`config.mk`:
```
export PLATFORM = sky130hd
export DESIGN_NAME = irq_injector
export DESIGN_NICKNAME = d
export VERILOG_FILES = /design/src/rtl/irq_injector.sv
export SDC_FILE = /design/constraint.sdc
export NUM_CORES = 1
export LEC_CHECK = 0
export ABC_AREA = 1
export BUFFER_PORTS_ARGS = -buffer_cell sky130_fd_sc_hd__buf_2
export CORE_UTILIZATION = 45
export CTS_BUF_LIST = sky130_fd_sc_hd__clkbuf_8
export CTS_CLUSTER_SIZE = 12
export DETAILED_ROUTE_END_ITERATION = 6
export HOLD_SLACK_MARGIN = 0.12
export MAX_ROUTING_LAYER = met4
export SLEW_MARGIN = 20
export SYNTH_ARGS = -nofsm -noshare
export SYNTH_HDL_FRONTEND = slang
export SYNTH_SLANG_ARGS = --single-unit
export TNS_END_PERCENT = 50
```
`constraint.sdc`:
```
create_clock -name i_clk -period 4.65 [get_ports i_clk]
set_input_delay 0 -clock i_clk [delete_from_list [all_inputs] [get_ports i_clk]]
set_output_delay 0 -clock i_clk [all_outputs]
set_load 0.02 [all_outputs]
```
`src/rtl/irq_injector.sv`:
```
// rtl/irq_injector.sv - per-channel address/force triggered interrupt pulse generator; optional DELAY state under IRQ_INJ_DELAY_EN
module irq_injector #(
  parameter int NCH  = 6,
  parameter int AW   = 32,
  parameter int LENW = 8,
  parameter int CNTW = 4
) (
  input  logic             i_clk,
  input  logic             i_reset,
  input  logic [AW-1:0]    i_addr,
  input  logic [NCH-1:0]   i_force,
  input  logic             i_cfg_we,
  input  logic [2:0]       i_cfg_ch,
  input  logic             i_cfg_en,
  input  logic [AW-1:0]    i_cfg_addr,
  input  logic [LENW-1:0]  i_cfg_len,
  input  logic [CNTW-1:0]  i_cfg_limit,
  input  logic [LENW-1:0]  i_cfg_delay,
  output logic [NCH-1:0]   o_irq,
  output logic             o_irq_any,
  output logic [NCH-1:0]   o_busy
);

`ifdef IRQ_INJ_DELAY_EN
  typedef enum logic [1:0] {S_IDLE, S_ARMED, S_DELAY, S_ACTIVE} state_t;
`else
  typedef enum logic [1:0] {S_IDLE, S_ARMED, S_ACTIVE} state_t;
`endif

  state_t            r_state     [NCH];
  state_t            w_state     [NCH];
  state_t            w_entry_st  [NCH];
  logic              r_en        [NCH];
  logic              w_en        [NCH];
  logic [AW-1:0]     r_trig_addr [NCH];
  logic [AW-1:0]     w_trig_addr [NCH];
  logic [LENW-1:0]   r_len       [NCH];
  logic [LENW-1:0]   w_len       [NCH];
  logic [CNTW-1:0]   r_limit     [NCH];
  logic [CNTW-1:0]   w_limit     [NCH];
  logic [CNTW-1:0]   r_fired     [NCH];
  logic [CNTW-1:0]   w_fired     [NCH];
  logic              r_pending   [NCH];
  logic              w_pending   [NCH];
  logic [LENW-1:0]   r_cnt       [NCH];
  logic [LENW-1:0]   w_cnt       [NCH];
  logic [LENW-1:0]   w_entry_cnt [NCH];
  logic              w_hit       [NCH];
  logic [NCH-1:0]    r_irq;
  logic [NCH-1:0]    w_irq;
  logic              r_irq_any;

`ifdef IRQ_INJ_DELAY_EN
  logic [LENW-1:0]   r_delay     [NCH];
  logic [LENW-1:0]   w_delay     [NCH];
`else
  logic              w_unused_delay;
  assign w_unused_delay = ^i_cfg_delay;
`endif

  // next-state: triggers, countdowns, pending re-fire, config write override
  always_comb begin
    w_irq = '0;
    for (int i = 0; i < NCH; i++) begin
      w_state[i]     = r_state[i];
      w_en[i]        = r_en[i];
      w_trig_addr[i] = r_trig_addr[i];
      w_len[i]       = r_len[i];
      w_limit[i]     = r_limit[i];
      w_fired[i]     = r_fired[i];
      w_pending[i]   = r_pending[i];
      w_cnt[i]       = r_cnt[i];
`ifdef IRQ_INJ_DELAY_EN
      w_delay[i]     = r_delay[i];
      if (r_delay[i] != '0) begin
        w_entry_st[i]  = S_DELAY;
        w_entry_cnt[i] = r_delay[i];
      end else begin
        w_entry_st[i]  = S_ACTIVE;
        w_entry_cnt[i] = r_len[i];
      end
`else
      w_entry_st[i]  = S_ACTIVE;
      w_entry_cnt[i] = r_len[i];
`endif
      w_hit[i] = (i_addr == r_trig_addr[i]) &&
                 ((r_limit[i] == '0) || (r_fired[i] < r_limit[i]));

      case (r_state[i])
        S_ARMED: begin
          if (r_en[i] && (w_hit[i] || i_force[i])) begin
            w_state[i] = w_entry_st[i];
            w_cnt[i]   = w_entry_cnt[i];
            if (w_hit[i] && (r_fired[i] != '1))
              w_fired[i] = r_fired[i] + CNTW'(1);
          end
        end
`ifdef IRQ_INJ_DELAY_EN
        S_DELAY: begin
          if (i_force[i])
            w_pending[i] = 1'b1;
          if (r_cnt[i] <= LENW'(1)) begin
            w_state[i] = S_ACTIVE;
            w_cnt[i]   = r_len[i];
          end else begin
            w_cnt[i]   = r_cnt[i] - LENW'(1);
          end
        end
`endif
        S_ACTIVE: begin
          if (r_cnt[i] == '0) begin
            if (r_pending[i] || i_force[i]) begin
              w_pending[i] = 1'b0;
              w_state[i]   = w_entry_st[i];
              w_cnt[i]     = w_entry_cnt[i];
            end else begin
              w_state[i]   = S_ARMED;
            end
          end else begin
            w_cnt[i] = r_cnt[i] - LENW'(1);
            if (i_force[i])
              w_pending[i] = 1'b1;
          end
        end
        default: begin
          w_state[i] = S_IDLE;
        end
      endcase

      if (i_cfg_we && (i_cfg_ch == 3'(i))) begin
        w_en[i]        = i_cfg_en;
        w_trig_addr[i] = i_cfg_addr;
        w_len[i]       = i_cfg_len;
        w_limit[i]     = i_cfg_limit;
        w_fired[i]     = '0;
        w_pending[i]   = 1'b0;
        w_state[i]     = i_cfg_en ? S_ARMED : S_IDLE;
`ifdef IRQ_INJ_DELAY_EN
        w_delay[i]     = i_cfg_delay;
`endif
      end

      w_irq[i] = (w_state[i] == S_ACTIVE);
    end
  end

  // channel state registers; irq/irq_any registered from next-state
  always_ff @(posedge i_clk or negedge i_reset) begin
    if (!i_reset) begin
      for (int i = 0; i < NCH; i++) begin
        r_state[i]     <= S_IDLE;
        r_en[i]        <= 1'b0;
        r_trig_addr[i] <= '0;
        r_len[i]       <= LENW'(5);
        r_limit[i]     <= CNTW'(1);
        r_fired[i]     <= '0;
        r_pending[i]   <= 1'b0;
        r_cnt[i]       <= '0;
`ifdef IRQ_INJ_DELAY_EN
        r_delay[i]     <= '0;
`endif
      end
      r_irq     <= '0;
      r_irq_any <= 1'b0;
    end else begin
      for (int i = 0; i < NCH; i++) begin
        r_state[i]     <= w_state[i];
        r_en[i]        <= w_en[i];
        r_trig_addr[i] <= w_trig_addr[i];
        r_len[i]       <= w_len[i];
        r_limit[i]     <= w_limit[i];
        r_fired[i]     <= w_fired[i];
        r_pending[i]   <= w_pending[i];
        r_cnt[i]       <= w_cnt[i];
`ifdef IRQ_INJ_DELAY_EN
        r_delay[i]     <= w_delay[i];
`endif
      end
      r_irq     <= w_irq;
      r_irq_any <= |w_irq;
    end
  end

  // busy reflects a channel that is counting toward or driving a pulse
  always_comb begin
    o_busy = '0;
    for (int i = 0; i < NCH; i++) begin
`ifdef IRQ_INJ_DELAY_EN
      o_busy[i] = (r_state[i] == S_ACTIVE) || (r_state[i] == S_DELAY);
`else
      o_busy[i] = (r_state[i] == S_ACTIVE);
`endif
    end
  end

  assign o_irq     = r_irq;
  assign o_irq_any = r_irq_any;

endmodule

```
### Word level (Yosys, flattened, before mapping)

Cells that the tools add are included.

* add/subtract/negate cells: 12
* $mul: 0
* div/mod/pow operators: 0
* magnitude comparators: 6
* equality and inequality tests: 53
* shift operators: 0
* multiplexer cells: 109
* bitwise logic cells: 0
* reductions and logical operators: 110

Operator list (count)
* $eq 32x32->1: 6
* $mux 8: 18
* $mux 4: 24
* $pmux 8 s2: 6
* $reduce_bool 2->1: 30
* $reduce_and 3->1: 18
* $logic_not 8->1: 6
* $mux 2: 24
* $sub 8x1->8 const B: 6
* $mux 1: 31
* $add 4x1->4 const B: 6
* $eq 2x2->1 const B: 12
* $logic_and 1x1->1: 24
* $logic_not 4->1: 6
* $lt 4x4->1: 6
* $ne 4x4->1 const B: 6
* $pmux 2 s2: 6
* $logic_or 1x1->1: 18
* $ne 3x1->1 const B: 6
* $ne 3x2->1 const B: 6
* $reduce_bool 3->1: 6
* $eq 2x1->1 const B: 6
* $ne 2x2->1 const B: 6
* $eq 3x2->1 const B: 2
* 4 further kinds: 5

* register bits after elaboration: 367
* bits in latches: 0
* bits in writable memories: 0
* ROM bits: 0
* input bits: 97
* logic and storage cells: 340
* memories: 0

### Depth between registers and ports, before layout

* word-level depth: 10
* gate-level depth with buffers: 19
* mapped depth without buffers: 18

### Worst setup path before layout

OpenSTA, ideal clock, no wires.

* path type: register to register
* start point: register r_state[6] in the netlist's numbering
* end point: register r_irq_any (netlist: o_irq_any)
* setup time: 123 ps
* arrival time: 1728 ps
* data required time: 4527 ps
* slack: 2799 ps
* stages on the path, launching flop included: 13
* period minus slack after synthesis: 1851 ps
* cells stage by stage: dfrtp_1 -> inv_1 -> ha_1 -> inv_1 -> nor2_2 -> inv_2 -> and2_1 -> nand2_1 -> nand2_1 -> nand2_2 -> nor2_2 -> nor2_1 -> nand3_2

RTL lines
* start, declared: RTL line 30 `state_t r_state [NCH];`
* start signal, assigned by index: RTL line 167 `r_state[i] <= w_state[i];`
* end signal, assigned: RTL line 180 `r_irq_any <= |w_irq;`
* end, declared: RTL line 51 `logic r_irq_any;`

### Worst setup path after layout

* start point: input port i_cfg_ch[2]
* end point: register r_trig_addr[158] in the netlist's numbering

* cells in the longest elaborated chain, start to end: 2

RTL lines
* start, declared: RTL line 13 `input logic [2:0] i_cfg_ch,`
* $eq 3x1->1: RTL line 130 `if (i_cfg_we && (i_cfg_ch == 3'(i))) begin`
* $logic_and 1x1->1: RTL line 130
* end signal, assigned by index: RTL line 169 `r_trig_addr[i] <= w_trig_addr[i];`
* end, declared: RTL line 35 `logic [AW-1:0] r_trig_addr [NCH];`

No other way between the ends.
A chain may end at the register's enable or synchronous reset.

==> impl_results.md <==
* Slew at the pin closest to its max-slew limit at 0.923 ns
* Number of synthesized register bits at 367
* P per Cell Area at 407 nW/um2
* Slew headroom at 38.4%
* Starting Density at 45.6%
* Clock latency on the worst-skew pair at 0.62 ns
* Worst R2R Start: r_trig_addr[11]
* Setup repair bufs after CTS at 0
* Final worst path period share at 71.1%
* Setup tns final at 0 ns
* DR WL/cell at 16.3 um
* Antenna violations before repair at 3
* Combined global-route utilization of all metal layers at 25.6%
* Syn_nets at 2609
* Final Skew at 0.0314 ns
* Unrepaired setup endpoints after global routing: false
* Number of placement rows at 76
* Net count, final at 2774
* Detailed placement HPWL at 36900 um
* CTS H-tree lvls at 3
* Mean cell area of the mapped netlist at 7.96 um2
* Overall die width at 211 um
* Post-route total power at 9.15 mW
* Drt total wl at 53400 um
* Register-to-Register Setup Slack at 2.13 ns
* Pin count of the biggest net entering global routing at 130
* Worst Hold Endpoint: r_trig_addr[22]
* Maximum clock path buffer count at 3
* Number of unique standard cell types used by synthesis at 53
* Number of enable flip-flop cells after synthesis at 0
* Final antenna-violating net count at 0
* DRC violation count after routing at 0
* Share of cells above drive strength 1 at 12.6%
* Leakage power figure at 11.1 nW
* Vias after detailed routing at 16100
* Startpoint kind of the worst setup timing path: input port
* Placeable core region at 43000 um2
* Clock tree sinks at 367
* Count of endpoints failing hold in the final timing report at 0
* Number of fill cells in the layout at 4193
* Hold path startpoint: i_cfg_addr[22]
* Sequential area share after synthesis at 47.0%
* Vias in the first global route at 15600
* Die area at 44400 um2
* Outcome: finished, final reports clean
* Vias per inst at 4.93
* Type of element capturing the critical path: flop
* Worst ir drop on vdd at 218 uV
* Hold Path Cell Cnt at 4
* Height of the die at 211 um
* Fraction of registers with async set or reset after synthesis at 100%
* Clock-pin slew reported for the worst setup and hold paths after clock tree synthesis at 0.06 ns
* Class of the most critical setup path: input port to flop
* GPL Wtd Cong at 0.895
* FF-to-FF End: o_irq_any
* PortBufs at 101
* Detailed-router iteration count before antenna repair at 5
* Delay of the slowest cell on the worst path at 0.84 ns
* TritonCTS Buffers at 69
* First-pass GRT wire length at 84900 um
* Worst Path Arrival at 3.80 ns
* Library cell used as clock root buffer: sky130_fd_sc_hd__clkbuf_8
* Cells traversed along the worst timing path: dlygate4sd3_1 > buf_2 > nor2_1 > dlygate4sd3_1 > inv_1 > nor2_4 > dlygate4sd3_1 > buf_4 > clkinv_2 > o21ai_0
* R2r worst-path depth at 15
* Setup-violating endpoint count in the final report at 0
* Tightest Hold Check Type: input port to flop
* Cells after Synth at 2464
* Mapped Area at 19600 um2
* Count of warnings emitted by yosys at 0
* Most prevalent standard cell on the critical path: sky130_fd_sc_hd__dlygate4sd3_1
* # Max-Cap Violations at 0
* Count of pins on the block boundary at 110
* Final slew viol count at 0
* Minimum period implied by the final worst setup slack at 3.30 ns
* Highest achievable clock rate at 0.303 GHz
* Aggregate global routing overflow at 0
* Primary FF master, synth: sky130_fd_sc_hd__dfrtp_1
* Starting DRT DRC Count at 1269
* Area added between synthesis and finish at 14.7%
* Biggest fanout along the worst timing path at 60
* CTS tree: yes
* Worst EP required at 5.15 ns
* Slowest cell on crit path: sky130_fd_sc_hd__clkinv_2
state kept, by name, summed over array words and instances (netlist names):
name         count
r_en             6
r_trig_addr    192
o_irq_any        1
r_len           48
r_pending        6
r_cnt           48
o_irq            6
r_state         12
r_limit         24
r_fired         24
cell usage in the layout, fill, tap and decap left out, types with 4 or more instances in the layout:
cell type	n
sky130_fd_sc_hd__inv_2	24
sky130_fd_sc_hd__ha_1	48
sky130_fd_sc_hd__a211oi_2	4
sky130_fd_sc_hd__nand3_1	43
sky130_fd_sc_hd__clkbuf_8	85
sky130_fd_sc_hd__o21ai_0	323
sky130_fd_sc_hd__clkinv_2	8
sky130_fd_sc_hd__or2_2	4
sky130_fd_sc_hd__a21oi_1	29
sky130_fd_sc_hd__a31oi_2	4
sky130_fd_sc_hd__nor3_1	12
sky130_fd_sc_hd__nor2_1	155
sky130_fd_sc_hd__dlygate4sd3_1	77
sky130_fd_sc_hd__a31oi_1	14
sky130_fd_sc_hd__o21ai_2	5
sky130_fd_sc_hd__nand3_2	6
sky130_fd_sc_hd__xnor2_1	127
sky130_fd_sc_hd__dfrtp_1	349
sky130_fd_sc_hd__nand4_1	15
sky130_fd_sc_hd__inv_1	306
sky130_fd_sc_hd__mux2_2	4
sky130_fd_sc_hd__dfstp_2	18
sky130_fd_sc_hd__nor2_2	13
sky130_fd_sc_hd__nor2_4	5
sky130_fd_sc_hd__o21a_1	4
sky130_fd_sc_hd__a21o_1	4
sky130_fd_sc_hd__nand2_1	783
sky130_fd_sc_hd__diode_2	4
sky130_fd_sc_hd__nand2_2	24
sky130_fd_sc_hd__xor2_1	17
sky130_fd_sc_hd__buf_4	11
sky130_fd_sc_hd__buf_2	100
sky130_fd_sc_hd__o21ai_1	12
sky130_fd_sc_hd__o211ai_1	5
critical path, delay by kind of cell:
family,cells,cell delay (ns)
buffers and inverters,7,3.10
AO/OA/AOI/OAI,1,0.47
AND/OR/NAND/NOR,2,0.18
power breakdown:
part	leakage [nW]	internal [mW]	total, mW	switching, mW
clock network	0.781	1.64	3.03	1.39
logic	5.79	0.793	1.90	1.11
registers	4.57	3.82	4.22	0.404
timing repair:
item / 4_1_cts / 5_1_grt
hold endpoints to repair: 437 / 0
resized for setup: 0 / 0
hold buffers: 78 / 0
routing by layer:
layer,vias up,global-route usage [%],share of wire (%)
met1,7610,33.3,45
met2,397,40.5,47
li1,8010,-,-
met4,0,8.97,2.9
met5,-,-,0
met3,93,4.22,4.8
kinds of logic after synthesis:
| kind of cell | share of synthesized area (%) |
|---|---|
| AOI/OAI and AO/OA | 11.3 |
| xor gates and xnor gates | 6.43 |
| adders and majority gates | 3.06 |
| buffers and inverters | 9.45 |
| DFF | 47.0 |
| muxes | 0.230 |
| and+or+nand+nor | 22.6 |
cell type report:
cell class / count / area (um2) / area share (%)
timing repair buffer: 192 / 1440 / 6.39
inverter: 312 / 1200 / 5.32
clock inverter: 36 / 156 / 0.696
clock buffer: 85 / 1170 / 5.20
antenna: 4 / 10.0 / 0.0445
multi-input combinational: 1687 / 8570 / 38.1
tap: 585 / 732 / 3.26
sequential: 367 / 9210 / 41.0
cells in the mapped netlist, drive strengths merged (5+ instances only):
library cell	count	area, um2
nand2	810	3120
dfrtp	349	8730
o21ai	340	1720
inv	304	1160
nor2	173	689
xnor2	127	1110
clkbuf	58	218
nand3	51	310
ha	48	601
buf	40	440
a21oi	29	145
a31oi	18	138
dfstp	18	473
xor2	17	149
nand4	15	93.8
nor3	12	60.1
clkinv	8	38.8
or2	8	50.1
a211oi	7	72.6
o211ai	5	37.5
worst max path at each step:
stage | startpoint | end | slack, ns | cells after the start
after detailed placement | r_trig_addr[12] | o_irq_any | 2.17 | 15
after floorplan | r_state[6] | o_irq_any | 2.80 | 12
after global routing | i_cfg_ch[2] | r_trig_addr[137] | 1.08 | 10
final | i_cfg_ch[2] | r_trig_addr[158] | 1.35 | 10
after CTS | i_cfg_we | r_fired[18] | 1.66 | 11
after global placement | r_trig_addr[12] | o_irq_any | 2.15 | 15
per-stage QoR:
stage,instances,worst slack [ns],util (%),hold WS [ns],cell area (um2)
after floorplan,2464,2.80,-,-0.296,19600
after global placement,3065,2.15,47.3,0.137,20300
after detailed placement,3065,2.17,47.3,0.136,20300
after CTS,3264,1.66,52.3,0.132,22500
after global routing,3267,1.08,52.3,0.179,22500
final,3268,1.35,52.3,0.165,22500
(Power assumes the default switching activity.)
